**src/rtl/tdm_pkg.sv**
```systemverilog
// +--------------------------------------------------------------------------+
// | tdm_pkg : shared FSM state type and frame/counter sizing for tdm_demux2   |
// | Optional feature macro: TDM_DEMUX_PARITY_EN                               |
// | Rev 1.0                                                                   |
// +--------------------------------------------------------------------------+
`default_nettype none

package tdm_pkg;

    typedef enum logic [0:0] {
        IDLE = 1'b0,
        RECV = 1'b1
    } state_t;

`ifdef TDM_DEMUX_PARITY_EN
    localparam int PARITY_BITS = 2;
`else
    localparam int PARITY_BITS = 0;
`endif

    function automatic int frame_len(input int w);
        return 2 * w + PARITY_BITS;
    endfunction

    // Counter must reach frame_len itself, which marks the "frame complete" cycle.
    function automatic int cnt_width(input int w);
        return $clog2(frame_len(w) + 1);
    endfunction

endpackage

`default_nettype wire

```
**src/rtl/tdm_demux2_if.sv**
```systemverilog
// +--------------------------------------------------------------------------+
// | tdm_demux2_if : serial TDM input and deinterleaved word outputs           |
// | Rev 1.0                                                                   |
// +--------------------------------------------------------------------------+
`default_nettype none

interface tdm_demux2_if #(
    parameter int W = 8
) ();
    logic          en_n;
    logic          sync;
    logic          din;
    logic [W-1:0]  a_data;
    logic [W-1:0]  b_data;
    logic          valid;
    logic [1:0]    par_err;

    modport master (
        output en_n, sync, din,
        input  a_data, b_data, valid, par_err
    );

    modport slave (
        input  en_n, sync, din,
        output a_data, b_data, valid, par_err
    );
endinterface

`default_nettype wire

```
**src/rtl/tdm_shreg.sv**
```systemverilog
// +--------------------------------------------------------------------------+
// | tdm_shreg : W-bit LSB-first shift register, enable, async active-low clr  |
// | Rev 1.0                                                                   |
// +--------------------------------------------------------------------------+
`default_nettype none

module tdm_shreg #(
    parameter int W = 8
) (
    input  wire logic         clk,
    input  wire logic         clr_n_i,
    input  wire logic         en_i,
    input  wire logic         din_i,
    output logic [W-1:0]      q_o
);

    logic [W-1:0] sr_q;

    // New bits enter at the MSB so the first bit received ends up at bit 0.
    always_ff @(posedge clk or negedge clr_n_i) begin
        if (!clr_n_i) begin
            sr_q <= '0;
        end else if (en_i) begin
            sr_q <= {din_i, sr_q[W-1:1]};
        end
    end

    assign q_o = sr_q;

endmodule

`default_nettype wire

```
**src/rtl/tdm_demux2.sv**
```systemverilog
// +--------------------------------------------------------------------------+
// | tdm_demux2 : 2:1 TDM serial demultiplexer (A0,B0,A1,B1,... LSB first)     |
// | Optional feature macro: TDM_DEMUX_PARITY_EN (adds trailing A/B parity)    |
// | Rev 1.0                                                                   |
// +--------------------------------------------------------------------------+
`default_nettype none

module tdm_demux2
    import tdm_pkg::*;
#(
    parameter int W = 8
) (
    input  wire logic    clk,
    input  wire logic    rst_n,
    tdm_demux2_if.slave  bus
);

    localparam int             CW        = cnt_width(W);
    localparam logic [CW-1:0]  LAST_CNT  = CW'(frame_len(W));
    localparam logic [CW-1:0]  DATA_BITS = CW'(2 * W);

    state_t         state_q;
    logic [CW-1:0]  cnt_q;
    logic [W-1:0]   a_data_q;
    logic [W-1:0]   b_data_q;
    logic           valid_q;
    logic [1:0]     par_err_q;

    logic           active_d;
    logic           done_d;
    logic           capture_d;
    logic           in_data_d;
    logic [1:0]     sh_en_d;
    logic [1:0]     par_chk_d;
    logic [W-1:0]   word_d [2];

    assign active_d  = ~bus.en_n;
    // Count equal to the frame length means every bit is in and the words await loading.
    assign done_d    = active_d & (state_q == RECV) & (cnt_q == LAST_CNT);
    assign capture_d = active_d & ~bus.sync & (state_q == RECV) & (cnt_q != LAST_CNT);
    assign in_data_d = (cnt_q < DATA_BITS);

    // Even counts are A bits, odd counts B bits; a sync always lands in A as bit 0.
    assign sh_en_d[0] = (active_d & bus.sync) | (capture_d & in_data_d & ~cnt_q[0]);
    assign sh_en_d[1] = capture_d & in_data_d & cnt_q[0];

    for (genvar ch = 0; ch < 2; ch++) begin : g_chan
        tdm_shreg #(.W(W)) u_shreg (
            .clk     (clk),
            .clr_n_i (rst_n),
            .en_i    (sh_en_d[ch]),
            .din_i   (bus.din),
            .q_o     (word_d[ch])
        );
    end

`ifdef TDM_DEMUX_PARITY_EN
    logic par_a_q;
    logic par_b_q;

    always_ff @(posedge clk or negedge rst_n) begin
        if (!rst_n) begin
            par_a_q <= 1'b0;
            par_b_q <= 1'b0;
        end else if (capture_d && !in_data_d) begin
            if (cnt_q[0]) begin
                par_b_q <= bus.din;
            end else begin
                par_a_q <= bus.din;
            end
        end
    end

    assign par_chk_d = {par_b_q ^ (^word_d[1]), par_a_q ^ (^word_d[0])};
`else
    assign par_chk_d = 2'b00;
`endif

    always_ff @(posedge clk or negedge rst_n) begin
        if (!rst_n) begin
            state_q   <= IDLE;
            cnt_q     <= '0;
            a_data_q  <= '0;
            b_data_q  <= '0;
            valid_q   <= 1'b0;
            par_err_q <= 2'b00;
        end else begin
            valid_q <= 1'b0;
            if (active_d) begin
                if (done_d) begin
                    a_data_q  <= word_d[0];
                    b_data_q  <= word_d[1];
                    par_err_q <= par_chk_d;
                    valid_q   <= 1'b1;
                end
                // Sync wins in every state, so a frame can start on the load cycle.
                if (bus.sync) begin
                    state_q <= RECV;
                    cnt_q   <= CW'(1);
                end else if (done_d) begin
                    state_q <= IDLE;
                    cnt_q   <= '0;
                end else if (state_q == RECV) begin
                    cnt_q   <= cnt_q + CW'(1);
                end
            end
        end
    end

    assign bus.a_data  = a_data_q;
    assign bus.b_data  = b_data_q;
    assign bus.valid   = valid_q;
    assign bus.par_err = par_err_q;

endmodule

`default_nettype wire
```
**src/flat_wrapper.sv**
```systemverilog
// flat-port wrapper written by rule: the top's interface ports become plain ports
module tdm_demux2_flat import tdm_pkg::*;
#(
    parameter int W = 8
)
  (clk, rst_n, bus_en_n, bus_sync, bus_din, bus_a_data, bus_b_data, bus_valid, bus_par_err);
  tdm_demux2_if #(.W(W)) bus_i ();
  input  wire logic clk;
  input  wire logic rst_n;
  input wire logic [$bits(bus_i.en_n)-1:0] bus_en_n;
  input wire logic [$bits(bus_i.sync)-1:0] bus_sync;
  input wire logic [$bits(bus_i.din)-1:0] bus_din;
  output wire logic [$bits(bus_i.a_data)-1:0] bus_a_data;
  output wire logic [$bits(bus_i.b_data)-1:0] bus_b_data;
  output wire logic [$bits(bus_i.valid)-1:0] bus_valid;
  output wire logic [$bits(bus_i.par_err)-1:0] bus_par_err;
  assign bus_i.en_n = bus_en_n;
  assign bus_i.sync = bus_sync;
  assign bus_i.din = bus_din;
  assign bus_a_data = bus_i.a_data;
  assign bus_b_data = bus_i.b_data;
  assign bus_valid = bus_i.valid;
  assign bus_par_err = bus_i.par_err;
  tdm_demux2 #(.W(W)) u_core (.clk(clk), .rst_n(rst_n), .bus(bus_i));
endmodule
```
**config.mk**
```make
export PLATFORM = sky130hd
export DESIGN_NAME = tdm_demux2_flat
export DESIGN_NICKNAME = d
export VERILOG_FILES = /design/src/rtl/tdm_pkg.sv /design/src/rtl/tdm_demux2_if.sv /design/src/rtl/tdm_shreg.sv /design/src/rtl/tdm_demux2.sv /design/src/flat_wrapper.sv
export SDC_FILE = /design/constraint.sdc
export NUM_CORES = 1
export LEC_CHECK = 0
export CAP_MARGIN = 20
export CORE_MARGIN = 1.5
export CORE_UTILIZATION = 37
export DETAILED_ROUTE_END_ITERATION = 6
export MAX_ROUTING_LAYER = met4
export PLACE_DENSITY = 0.69
export SLEW_MARGIN = 20
export SYNTH_ARGS = -nofsm -noshare
export SYNTH_HDL_FRONTEND = slang
export SYNTH_SLANG_ARGS = --single-unit
export TNS_END_PERCENT = 50
```
**constraint.sdc**
```tcl
create_clock -name clk -period 1.9 [get_ports clk]
set_input_delay 0.38 -clock clk [delete_from_list [all_inputs] [get_ports clk]]
set_output_delay 0.38 -clock clk [all_outputs]
set_load 0.02 [all_outputs]
```
==> summary.txt, run 1 <==
Status: finished, final reports clean
# clock sinks: 39
CP Data Arrival Time: 1.85 ns
Row count: 24
List of most frequent post-synthesis cells: 39 x dfrtp_1, 23 x mux2_2, 9 x mux2_4, 4 x inv_1, 4 x nand2_1
VDD IR max: 636.2 uV
Critical-path maximum fanout: 17
Die ar.: 0.004927 mm^2
Clk Latency, worst-skew pair: 0.29 ns
CTS buffer count: 5
Setup TNS: 0 ns
Initial Utilization: 38.36%
Ant. Diodes: 0
Initial antenna violation count: 0
Htree depth: 2
Die width: 70.19 um
Fillcell total: 369
Share of the synthesized area in the top cell type: 58.43%
Core area: 0.004354 mm^2
Reg power frac: 56.2%
Multi-input logic area: 640.6 um^2
Total I/O pin count: 24
CP Launch Type: flop
Number of synthesized flops with an enable pin: 0
Starting DRT DRC Count: 44
Routed vias: 979
Post-CTS setup buffer count: 0
Final Hold Fails: 0
Worst hold path type: input port to async pin
WS Path Type: flop to flop
CTS root buf: clkbuf_8
Post-synthesis mux area share: 24.19%
Total global-route track usage: 13.79%
WL per Instance: 14.22 um
CP endpoint kind: flop
Setup violators final: 0
Worst-case clock buffer depth: 2
Main synth FF type: dfrtp_1
Pleak: 0.9902 nW
Pin count of the biggest net entering global routing: 21
F_max: 591.6 MHz
Post-CTS sizing: 0
Sequential cell area: 975.9 um^2
Data required time of the critical path: 2.06 ns
Slew Limit Fails: 0
Clock Pin Slew Worst Setup and Hold Paths: 0.08 ns
Final wirelength: 2787 um
XOR/XNOR share of the synthesized area: 0%
CTS tree: built
Gr ovfl total: 0
Port-buffer cells: 21
Net Sw Frac: 27.07%
Comb power frac: 18.2%
Cell area after synthesis: 0.001670 mm^2
Int Pwr: 0.001504 W
Layout Cells excl Fill: 196
Clock share of power: 25.6%
Number of global-route vias before repair: 1093
Vias per cell: 4.995
Yosys warns: 0
Biggest area consumer among synthesized cells: dfrtp_1
WHS: 0.03429 ns
Yosys cell types: 31
Post-synthesis compound-gate area fraction: 4.944%
Hpwl dp: 1973 um
Layout Skew: 0.008137 ns
Simple-gate portion of the synthesized area: 7.266%
RSZ-0062 raised after global routing: no
Share of layout cells above drive strength 1: 36.11%
NetSw: 0.0005582 W
Largest family of logic cells by synthesized area: multiplexers
Max Cap Violations: 0
Nets@finish: 150
Placed cells: 188
Detail Route Antenna Nets: 0
Hold_buf cts: 0
Avg Inst Size Synth: 14.65 um^2
Synth Area in Adders: 1.498%
Wire length of the first global-routing pass: 5071 um
#FFs+latches synth: 39
RD Place Congestion: 0.7798
Top-count cell post-synth: dfrtp_1
Area delta synth->final: 22.32%
Drc violations: 0
Die Ht: 70.19 um
Cells after Synth: 114
Register area share after synthesis: 58.43%
Ys async rst share: 100.0%
Power density cells: 1009 mW/mm^2
DRT Pass-1 Iters: 4
Synth top area cells: dfrtp_1 58%, mux2_2 16%, mux2_4 8.1%, ha_1 1.5%, a2bb2oi_1 1.0%
Min Tclk post-route: 1.690 ns
Final worst-path cycle share: 88.97%
## area by class of cell
type	instances	area share [%]
inverters	4	0.7348
flip-flops and latches	39	47.76
repair buffers	27	12.86
multi-input cells	66	31.35
well taps	52	3.184
clock inverters	3	0.7348
clock buffers	5	3.368
## critical path: stages (launching register included)
cell,delay (ns)
dfrtp_1,0.37
inv_1,0.09
ha_1,0.20
and4bb_2,0.27
nand2_4,0.25
mux2_2,0.38
## through the flow
step	utilization, %	setup WS (ns)	instance area (um^2)	power (W)
finish	46.93	0.2096	2043	0.002062
global route	46.93	0.1521	2043	0.002210
CTS	46.93	0.2170	2043	0.002096
detailed placement	45.00	0.03143	1959	0.001559
global placement	45.00	0.08706	1959	0.001531
floorplan	-	0.2978	1674	0.001408
## state kept, by name (all words and copies together) (netlist names)
name,flops
u_core.bus.a_data,8
u_core.state_q,1
u_core.bus.b_data,8
u_core.cnt_q,5
u_core.bus.valid,1
u_core.g_chan.u_shreg.q_o,16
## layer usage
layer | vias to the layer above | part of all wire [%] | track usage [%] | wire [um]
met3 | 5 | 3.7 | 4.618 | 104
met1 | 499 | 45 | 15.52 | 1243
met4 | 0 | 2.0 | 7.265 | 57
li1 | 455 | - | - | -
met2 | 20 | 50 | 21.80 | 1382
met5 | - | 0 | - | 0
## cells by family after synthesis
group                    Yosys count
adder cells (fa/ha/maj)            2
flip-flops                        39
buffers and inverters             10
AO/OA/AOI/OAI                     12
multiplexers                      33
other                              1
AND/OR/NAND/NOR                   17
## worst paths after layout
| kind | startpoint | to | slack (ns) | depth (start not counted) |
|---|---|---|---|---|
| worst min register to register | u_core.g_chan[0].u_shreg.q_o[0] | u_core.bus.a_data[0] | 0.50 | 1 |
| max in group asynchronous | rst_n | u_core.g_chan[0].u_shreg.q_o[7] | 1.40 | 2 |
| worst min-delay path | rst_n | u_core.bus.b_data[4] | 0.03 | 1 |
| min in group clk | u_core.g_chan[0].u_shreg.q_o[0] | u_core.bus.a_data[0] | 0.50 | 1 |
| worst max register to register | u_core.cnt_q[1] | u_core.bus.a_data[6] | 0.21 | 5 |
| worst max-delay path | u_core.cnt_q[1] | u_core.bus.a_data[6] | 0.21 | 5 |
## layout by cell type (no fill, tap or decap), types with 2 or more instances in the layout
cell type        instances
conb_1                   2
o22ai_1                  2
dfrtp_1                 39
a2bb2oi_1                2
clkdlybuf4s50_1         20
clkbuf_8                 5
o21ai_0                  3
inv_1                    4
nand2_1                  4
buf_4                    5
ha_1                     2
nor2_1                   3
clkinv_2                 3
mux2_2                  23
mux2_4                   9
## power by group through the flow
stage	combinational, W	clock [W]	sequential, W
4_1_cts	0.000381	0.000554	0.00116
5_1_grt	0.000420	0.000595	0.00119
6_report	0.000376	0.000528	0.00116
3_5_place_dp	0.000380	0	0.00118
2_1_floorplan	0.000253	0	0.00115
3_3_place_gp	0.000367	0	0.00116
No activity file was read; power rests on OpenSTA's default activity.
==> run 2: changes to the inputs <==
SETUP_SLACK_MARGIN = 0.1   (was not set)
==> results of run 2 <==
Final layout, timing and power as in run 1 (identical DEF).
==> run 3: changes to the inputs <==
CORE_UTILIZATION = 45   (was 37)
PLACE_DENSITY = 0.79   (was 0.69)
SLEW_MARGIN = not set   (was 20)
TNS_END_PERCENT = not set   (was 50)
==> summary.txt, run 3 (synthesis gave the netlist of run 1 again) <==
Status: finished, final reports clean
Final Hold Fails: 0 (unchanged)
Vias per cell: 5.133 (+2.8%)
Pin count of the biggest net entering global routing: 21 (unchanged)
Nets@finish: 148 (-1.3%)
Hold_buf cts: 0 (unchanged)
CP Launch Type: flop
Initial Utilization: 48.53% (+10 points)
Pwr Total: 0.002206 W (+7.0%)
CTS tree: built
Most common cell after layout, fill and taps aside: dfrtp_1
Starting DRT DRC Count: 64 (+45%)
Setup violators final: 0 (unchanged)
Worst-case clock buffer depth: 2 (unchanged)
Pleak: 0.9838 nW (-0.65%)
Worst hold path type: input port to async pin
CTS buffer count: 5 (unchanged)
M1 WL: 1161 um (-6.6%)
Hpwl dp: 1972 um (about the same)
Met3 wire length: 124 um (+19%)
Final worst-path cycle share: 90.62% (+1.6 points)
Number of global-route vias before repair: 1022 (-6.5%)
Die Ht: 63.93 um (-8.9%)
Wire length of the first global-routing pass: 4836 um (-4.6%)
Detail Route Antenna Nets: 0 (unchanged)
Initial antenna violation count: 0 (unchanged)
Max Cap Violations: 0 (unchanged)
CP Data Arrival Time: 1.89 ns (+0.04 ns)
WL per Instance: 14.70 um (+3.4%)
Most frequent cells in the layout: 39 x dfrtp_1, 23 x mux2_2, 20 x clkdlybuf4s50_1, 9 x mux2_4, 5 x clkbuf_8
Critical Path Max Stage Delay: 0.44 ns (+0.06 ns)
Max reg flops: 16 (unchanged)
DRT Pass-1 Iters: 4 (unchanged)
# clock sinks: 39 (unchanged)
Die width: 63.93 um (-8.9%)
Layout Skew: 0.005171 ns (-0.002966 ns)
Port-buffer cells: 21 (unchanged)
Slew Limit Fails: 0 (unchanged)
WS Path Type: flop to flop
Data required time of the critical path: 2.07 ns (about the same)
Die ar.: 0.004086 mm^2 (-17%)
Area delta synth->final: 23.22%
Core area: 0.003442 mm^2 (-21%)
VDD IR max: 695.8 uV (+9.4%)
Slowest stage cell, crit path: dfrtp_1
Critical path, cell by cell: inv_1 > ha_1 > and4bb_2 > nand2_8 > mux2_2
Gr ovfl total: 0 (unchanged)
Fillcell total: 285 (-23%)
Drc violations: 0 (unchanged)
Min Tclk post-route: 1.722 ns (+0.03131 ns)
Routed vias: 965 (-1.4%)
Clk Latency, worst-skew pair: 0.29 ns (about the same)
CTS root buf: clkbuf_8
Total global-route track usage: 16.24% (+2.4 points)
Clock Pin Slew Worst Setup and Hold Paths: 0.08 ns (about the same)
RD Place Congestion: 0.7491 (-3.9%)
Final wirelength: 2763 um (-0.86%)
Met2 WL: 1422 um (+2.9%)
Row count: 21 (-13%)
Share of layout cells above drive strength 1: 35.21% (-0.90 points)
Setup TNS: 0 ns (unchanged)
RSZ-0062 raised after global routing: no
Power density cells: 1072 mW/mm^2 (+6.2%)
Max layer used: met4
F_max: 580.8 MHz (-1.8%)
CP endpoint kind: flop
Ant. Diodes: 0 (unchanged)
Critical-path maximum fanout: 17 (unchanged)
Total I/O pin count: 24 (unchanged)
Htree depth: 2 (unchanged)
## run 3: final timing paths
| path | from | end | slack (ns) | cells after the start |
|---|---|---|---|---|
| max | u_core.cnt_q[0] | u_core.bus.a_data[4] | 0.18 | 5 |
| min | rst_n | u_core.cnt_q[4] | 0.04 | 1 |
| max reg2reg | u_core.cnt_q[0] | u_core.bus.a_data[4] | 0.18 | 5 |
| min reg2reg | u_core.g_chan[0].u_shreg.q_o[0] | u_core.bus.a_data[0] | 0.51 | 1 |
| max in group asynchronous | rst_n | u_core.bus.b_data[5] | 1.40 | 2 |
| min in group clk | u_core.g_chan[0].u_shreg.q_o[0] | u_core.bus.a_data[0] | 0.51 | 1 |
## run 3: critical path, delay by kind of cell, from the launching register on
| family | cells | cell delay, ns |
|---|---|---|
| adders and majority gates | 1 | 0.23 |
| DFF | 1 | 0.44 |
| and+or+nand+nor | 2 | 0.47 |
| muxes | 1 | 0.36 |
| buffers and inverters | 1 | 0.10 |
## run 3: layout make-up
class | instances | area, um^2 | area share [%]
tap | 46 | 57.56 | 2.796
timing repair buffer | 25 | 247.7 | 12.04
inverter | 4 | 15.01 | 0.7295
sequential | 39 | 975.9 | 47.42
clock inverter | 3 | 43.79 | 2.128
clock buffer | 5 | 68.82 | 3.343
multi-input combinational | 66 | 649.4 | 31.55
## run 3: timing repair
action                     CTS  global route
setup endpoints to repair    0             9
setup buffers                0             0
resized for setup            0             1
## run 3: per-layer routing
layer | global-route usage (%) | up-vias
met5 | - | -
met4 | 6.522 | 0
met3 | 4.930 | 5
met2 | 26.30 | 21
met1 | 18.90 | 483
li1 | - | 456
## run 3: metrics by stage
stage | hold slack [ns] | std cells | instance area, um^2 | util [%] | worst slack, ns
floorplan | 0.08441 | 115 | 1674 | - | 0.2978
global placement | 0.3503 | 180 | 1937 | 56.27 | 0.1062
detailed placement | 0.3615 | 180 | 1937 | 56.27 | 0.04509
CTS | 0.03985 | 188 | 2049 | 59.54 | 0.1222
global route | 0.06398 | 188 | 2058 | 59.80 | 0.1076
finish | 0.03927 | 188 | 2058 | 59.80 | 0.1783
## run 3: report_power, final
group,internal (W),leakage (nW),switching (W)
clock network,0.000391,0.0581,0.000282
registers,0.00102,0.506,0.000141
logic,0.000230,0.420,0.000143
